===== src/rtl/stopwatch_ctrl.sv =====
// Stopwatch front-end: conditions three raw buttons into press pulses and runs the
// run/pause/review controller that drives the counter levels and lap-memory strobes.
module stopwatch_ctrl #(
  parameter int unsigned DEBOUNCE_CYCLES = 1_000_000,
  parameter int unsigned LAP_DEPTH       = 16
) (
  input  logic       clk,
  input  logic       rst,
  input  logic       btn_start,
  input  logic       btn_pause,
  input  logic       btn_stop,
  output logic       start,
  output logic       pause,
  output logic       stop,
  output logic       mem_write,
  output logic       mem_read,
  output logic [7:0] mem_address,
  output logic [7:0] lap_count,
  output logic       lap_full,
  output logic [1:0] state
);

  localparam int unsigned     CNT_W   = (DEBOUNCE_CYCLES > 1) ? $clog2(DEBOUNCE_CYCLES) : 1;
  localparam logic [CNT_W-1:0] CNT_MAX = CNT_W'(DEBOUNCE_CYCLES - 1);
  localparam logic [7:0]       DEPTH   = 8'(LAP_DEPTH);

  typedef enum logic [1:0] {
    S_IDLE   = 2'd0,
    S_RUN    = 2'd1,
    S_PAUSED = 2'd2,
    S_REVIEW = 2'd3
  } state_t;

  // Button bit order: 0 = start, 1 = pause, 2 = stop.
  logic [2:0]       raw_s;
  logic [2:0]       sync1_q, sync2_q;
  logic [2:0]       stable_q, stable_d, stable_prev_q;
  logic [CNT_W-1:0] cnt_q [3];
  logic [CNT_W-1:0] cnt_d [3];
  logic [2:0]       press_s;
  logic             sel_start_s, sel_pause_s, sel_stop_s;

  state_t     state_q, state_d;
  logic [7:0] wr_ptr_q, wr_ptr_d;
  logic [7:0] rd_ptr_q, rd_ptr_d;
  logic [7:0] lap_count_q, lap_count_d;
  logic [7:0] mem_address_q, mem_address_d;
  logic       mem_write_q, mem_write_d;
  logic       mem_read_q, mem_read_d;
  logic       start_q, start_d;
  logic       pause_q, pause_d;
  logic       stop_q, stop_d;
  logic       lap_full_q, lap_full_d;

  assign raw_s = {btn_stop, btn_pause, btn_start};

  // Synchroniser, debounce and edge-detect registers for all three buttons.
  always_ff @(posedge clk or negedge rst) begin
    if (!rst) begin
      sync1_q       <= 3'b000;
      sync2_q       <= 3'b000;
      stable_q      <= 3'b000;
      stable_prev_q <= 3'b000;
      for (int i = 0; i < 3; i++) begin
        cnt_q[i] <= {CNT_W{1'b0}};
      end
    end else begin
      sync1_q       <= raw_s;
      sync2_q       <= sync1_q;
      stable_q      <= stable_d;
      stable_prev_q <= stable_q;
      for (int i = 0; i < 3; i++) begin
        cnt_q[i] <= cnt_d[i];
      end
    end
  end

  // Debounce: a synced value is accepted only after it has differed for DEBOUNCE_CYCLES samples.
  always_comb begin
    for (int i = 0; i < 3; i++) begin
      stable_d[i] = stable_q[i];
      cnt_d[i]    = {CNT_W{1'b0}};
      if (sync2_q[i] != stable_q[i]) begin
        if (cnt_q[i] == CNT_MAX) begin
          stable_d[i] = sync2_q[i];
          cnt_d[i]    = {CNT_W{1'b0}};
        end else begin
          cnt_d[i] = cnt_q[i] + {{(CNT_W-1){1'b0}}, 1'b1};
        end
      end else begin
        cnt_d[i] = {CNT_W{1'b0}};
      end
    end
  end

  // Only the highest-priority press in a cycle survives: stop > start > pause.
  assign press_s     = stable_q & ~stable_prev_q;
  assign sel_stop_s  = press_s[2];
  assign sel_start_s = press_s[0] & ~press_s[2];
  assign sel_pause_s = press_s[1] & ~press_s[0] & ~press_s[2];

  // Controller state, lap pointers and all registered outputs.
  always_ff @(posedge clk or negedge rst) begin
    if (!rst) begin
      state_q       <= S_IDLE;
      wr_ptr_q      <= 8'd0;
      rd_ptr_q      <= 8'd0;
      lap_count_q   <= 8'd0;
      mem_address_q <= 8'd0;
      mem_write_q   <= 1'b0;
      mem_read_q    <= 1'b0;
      start_q       <= 1'b0;
      pause_q       <= 1'b0;
      stop_q        <= 1'b0;
      lap_full_q    <= 1'b0;
    end else begin
      state_q       <= state_d;
      wr_ptr_q      <= wr_ptr_d;
      rd_ptr_q      <= rd_ptr_d;
      lap_count_q   <= lap_count_d;
      mem_address_q <= mem_address_d;
      mem_write_q   <= mem_write_d;
      mem_read_q    <= mem_read_d;
      start_q       <= start_d;
      pause_q       <= pause_d;
      stop_q        <= stop_d;
      lap_full_q    <= lap_full_d;
    end
  end

  // Next-state, lap store/recall and output-level decode.
  always_comb begin
    state_d       = state_q;
    wr_ptr_d      = wr_ptr_q;
    rd_ptr_d      = rd_ptr_q;
    lap_count_d   = lap_count_q;
    mem_address_d = mem_address_q;
    mem_write_d   = 1'b0;
    mem_read_d    = 1'b0;
    start_d       = 1'b0;
    pause_d       = 1'b0;
    stop_d        = 1'b0;

    case (state_q)
      S_IDLE: begin
        if (sel_start_s) begin
          state_d = S_RUN;
        end else begin
          state_d = S_IDLE;
        end
      end
      S_RUN: begin
        if (sel_stop_s) begin
          state_d  = S_REVIEW;
          rd_ptr_d = 8'd0;
        end else if (sel_pause_s) begin
          state_d = S_PAUSED;
          // A full store is refused rather than overwriting the oldest lap.
          if (lap_count_q < DEPTH) begin
            mem_write_d   = 1'b1;
            mem_address_d = wr_ptr_q;
            wr_ptr_d      = wr_ptr_q + 8'd1;
            lap_count_d   = lap_count_q + 8'd1;
          end else begin
            mem_write_d = 1'b0;
          end
        end else begin
          state_d = S_RUN;
        end
      end
      S_PAUSED: begin
        if (sel_stop_s) begin
          state_d  = S_REVIEW;
          rd_ptr_d = 8'd0;
        end else if (sel_start_s) begin
          state_d = S_RUN;
        end else begin
          state_d = S_PAUSED;
        end
      end
      S_REVIEW: begin
        if (sel_start_s) begin
          state_d       = S_IDLE;
          wr_ptr_d      = 8'd0;
          rd_ptr_d      = 8'd0;
          lap_count_d   = 8'd0;
          mem_address_d = 8'd0;
        end else if (sel_pause_s) begin
          state_d = S_REVIEW;
          if (lap_count_q != 8'd0) begin
            mem_read_d    = 1'b1;
            mem_address_d = rd_ptr_q;
            if (rd_ptr_q == lap_count_q - 8'd1) begin
              rd_ptr_d = 8'd0;
            end else begin
              rd_ptr_d = rd_ptr_q + 8'd1;
            end
          end else begin
            mem_read_d = 1'b0;
          end
        end else begin
          state_d = S_REVIEW;
        end
      end
      default: begin
        state_d = S_IDLE;
      end
    endcase

    case (state_d)
      S_IDLE:   begin start_d = 1'b0; pause_d = 1'b0; stop_d = 1'b0; end
      S_RUN:    begin start_d = 1'b1; pause_d = 1'b0; stop_d = 1'b0; end
      S_PAUSED: begin start_d = 1'b1; pause_d = 1'b1; stop_d = 1'b0; end
      S_REVIEW: begin start_d = 1'b0; pause_d = 1'b0; stop_d = 1'b1; end
      default:  begin start_d = 1'b0; pause_d = 1'b0; stop_d = 1'b0; end
    endcase

    lap_full_d = (lap_count_d == DEPTH);
  end

  assign start       = start_q;
  assign pause       = pause_q;
  assign stop        = stop_q;
  assign mem_write   = mem_write_q;
  assign mem_read    = mem_read_q;
  assign mem_address = mem_address_q;
  assign lap_count   = lap_count_q;
  assign lap_full    = lap_full_q;
  assign state       = state_q;

endmodule

===== config.mk =====
export PLATFORM = sky130hd
export DESIGN_NAME = stopwatch_ctrl
export DESIGN_NICKNAME = d
export VERILOG_FILES = /design/src/rtl/stopwatch_ctrl.sv
export SDC_FILE = /design/constraint.sdc
export NUM_CORES = 1
export LEC_CHECK = 0
export ABC_AREA = 1
export CORE_ASPECT_RATIO = 0.8
export CORE_MARGIN = 1.5
export CORE_UTILIZATION = 29
export CTS_CLUSTER_DIAMETER = 200
export DETAILED_ROUTE_END_ITERATION = 12
export DONT_BUFFER_PORTS = 1
export PLACE_DENSITY_LB_ADDON = 0.05
export SLEW_MARGIN = 20
export SYNTH_ARGS = -nofsm -noshare
export SYNTH_HDL_FRONTEND = slang
export SYNTH_SLANG_ARGS = --single-unit
export TNS_END_PERCENT = 50

===== constraint.sdc =====
create_clock -name clk -period 2.08 [get_ports clk]
set_input_delay 0.624 -clock clk [delete_from_list [all_inputs] [get_ports clk]]
set_output_delay 0.624 -clock clk [all_outputs]
set_load 0.01 [all_outputs]

==> impl_metrics.ini <==
[status]
outcome = finished, violations left
violations = negative hold slack

[placed_design]
dp_hpwl_um = 10420
portBuffers = 0
placed_area_um2 = 6540
gp_congestion = 0.8494
place_inst = 1051

[yosys]
synth_fp_nets = 794
yosysSeqAreaShare = 0.4554
syn_inst = 775
synth_area_um2 = 6155
synth_top_area_frac = 0.4554
synth_async_sr_flop_share = 1.000
yosys_warnings = 0
yosys_register_bits = 112
synthTopCellsByArea = dfrtp_1 46%, nand2_1 10%, inv_1 6.7%
synth_largest_area_cell = dfrtp_1
synth_enable_flop_cells = 0
synth-main-ff-cell = dfrtp_1
synthDistinctLibCells = 42
syn-mean-instance-area_um2 = 7.941

[sta]
drv_slew = 0
fin_setup_tns_ns = 0
whs_ns = -0.04819
timing.final.crit_period_ns = 1.804
tightest_slew_ns = 0.4984
setup_viol = 0
fin_crit_sh = 0.8671
max_slew_margin = 0.6647
hold_violations = 99
rsz0062_at_grt = false
fmax_ghz = 0.5544
finalClockSkew_ns = 0.008465

[route]
routed_via_density = 4.556
routedWlPerCell_um = 13.09
wl_um = 13970
drt_iter0_drc = 243
vias = 4861
antenna_left = 0
drc = 0
dr.pass1.iters = 5

[setup_path]
critPathMaxFanout = 14
crit_top_cell = nand2_1
cp_data_required_time_ns = 2.37
crit_chain = inv_1, ha_1, o21ai_0, nand2_4, inv_4, nand2_1, nand2_1, nand2_1, a21oi_1
start_kind = register
setup.worst_path.class = reg2reg
r2r_cells = 9
arrival_ns = 2.09
worstSetupEndpointType = register
slowest_delay_ns = 0.41
critPathSlowestCell = dfrtp_1

[clock_tree]
clkSinkCount = 112
cts_setup_buffers = 0
numCtsBuffers = 9
cts-htree-levels = 3
tritoncts = yes
root_buffer = clkbuf_16
path_clk_slew_ns = 0.08
clkLatencyLatePin_ns = 0.36
cts_buffer_depth = 2

[grt]
antenna_found_initial = 0
grt-ovfl-total = 0
grt_max_degree = 113
grt_pass1_wl_um = 24320
grt_pass1_vias = 4759
grtUsageTotal = 0.1357

[power_and_ir_drop]
power_w = 0.004113
power.density_nw_per_um2 = 599.9
leakagePower_nw = 3.243
ir_drop_mv = 0.3492

[run]
cap_violations = 0

[die]
ioPinCount = 29
die_h_um = 133.3
num_rows = 47
die_w_um = 165.9
dieArea_um2 = 22110
core_area_um2 = 20760
initial_core_util = 0.2965

[finish]
final_layout_size_suffix_gt1_frac = 0.1003
n_antenna_cell = 0
fin_cells = 1067
area_growth_pct = 11.40
final_nets = 812
design_area_um2 = 6857

[hold_path]
hold_path.class = in2async
[worst max-delay path, delay by kind of cell (launching register included)]
kind                       cells  cell delay, ns
AOI/OAI and AO/OA              2            0.42
DFF                            1            0.41
and+or+nand+nor                4            0.33
adders and majority gates      1            0.30
buffers and inverters          2            0.26
[repair_timing]
action                                  CTS  global route
gates resized for setup                   0             1
endpoints found under the hold margin   112           112
endpoints found under the setup margin    0             4
[logic make-up (layout without fill, tap and decap cells)]
family                   count (synthesis)  after routing  share of synthesized area
AO/OA/AOI/OAI                           70             70                    0.06668
adder cells (fa/ha/maj)                 14             14                    0.02846
multiplexers                             1              1                   0.001830
AND/OR/NAND/NOR                        417            417                     0.3169
XOR/XNOR                                34             34                    0.04838
buffers and inverters                  127            150                    0.08233
flip-flops                             112            112                     0.4554
[registers in the layout, summed over array words and instances, names as in the netlist]
name / flops
lap_full: 1
mem_read: 1
state: 2
sync2_q: 3
stop: 1
pause: 1
mem_address: 8
cnt_q: 60
stable_q: 3
stable_prev_q: 3
wr_ptr_q: 8
mem_write: 1
lap_count: 8
sync1_q: 3
rd_ptr_q: 8
start: 1
[power breakdown]
part / switching, W / internal, W / total (W)
clock network: 0.000859 / 0.000986 / 0.00185
registers: 0.0000129 / 0.00220 / 0.00221
logic: 0.0000393 / 0.0000204 / 0.0000597
total: 0.000911 / 0.00320 / 0.00411
[through the flow]
step / utilization / setup WS [ns] / hold slack [ns]
2_1_floorplan: - / 0.3003 / 0.3284
3_3_place_gp: 0.3151 / 0.2187 / 0.3326
3_5_place_dp: 0.3151 / 0.1750 / 0.3341
4_1_cts: 0.3302 / 0.1623 / -0.06351
5_1_grt: 0.3303 / 0.08018 / -0.06872
6_report: 0.3303 / 0.2763 / -0.04819
[cell usage after synthesis (all sizes together) (2+ instances only)]
library cell  instances
o21bai                3
dfrtp               112
clkinv                2
xor2                 25
o22ai                 6
nand3                50
o21a                  2
nor2                113
o21ai                27
or2                   2
nand2               180
a31oi                 2
ha                   14
a21oi                25
inv                 119
nor4                  8
buf                   6
xnor2                 9
nand4                22
nor3                 40
[worst paths after layout]
| check | slack [ns] | start | to |
|---|---|---|---|
| max in group asynchronous | 1.91 | rst | lap_count[4] |
| min in group clk | 0.29 | btn_stop | sync1_q[2] |
| worst min register to register | 0.36 | sync1_q[1] | sync2_q[1] |
| worst max register to register | 0.28 | state[0] | rd_ptr_q[4] |
| worst max-delay path | 0.28 | state[0] | rd_ptr_q[4] |
| worst min-delay path | -0.05 | rst | rd_ptr_q[5] |
[routing by layer]
metal	vias up	part of all wire	GRT usage
met2	81	0.44	0.2079
met1	2253	0.51	0.1908
met3	14	0.043	0.03595
met4	0	0.012	0.03203
li1	2513	-	-
met5	-	0	0
[final cells by class]
cell class	instances	area [um2]
clock inverter	6	75.07
clock buffer	10	239.0
timing repair buffer	13	97.59
multi-input combinational	536	2848
tap	269	336.6
fill	2175	13900
inverter	121	457.9
sequential	112	2803
[cells in the final DEF (no fill, tap or decap), types with 2 or more instances in the layout]
master,instances
or2_2,2
clkinv_4,2
o21ai_0,24
xor2_1,25
clkbuf_16,9
buf_4,13
nor2_4,5
inv_2,8
dfrtp_1,112
nand4_1,22
a31oi_1,2
nand2_2,10
ha_1,13
o21a_1,2
nor3_2,8
nor3_4,3
nand3_2,3
nand2_4,2
nor4_1,8
o21bai_4,2
nand3_1,46
nor2_1,105
nand2_1,168
nor3_1,29
inv_1,110
o22ai_1,6
a21oi_1,25
o21ai_1,3
xnor2_1,9
nor2_2,3
(Power assumes the default switching activity.)
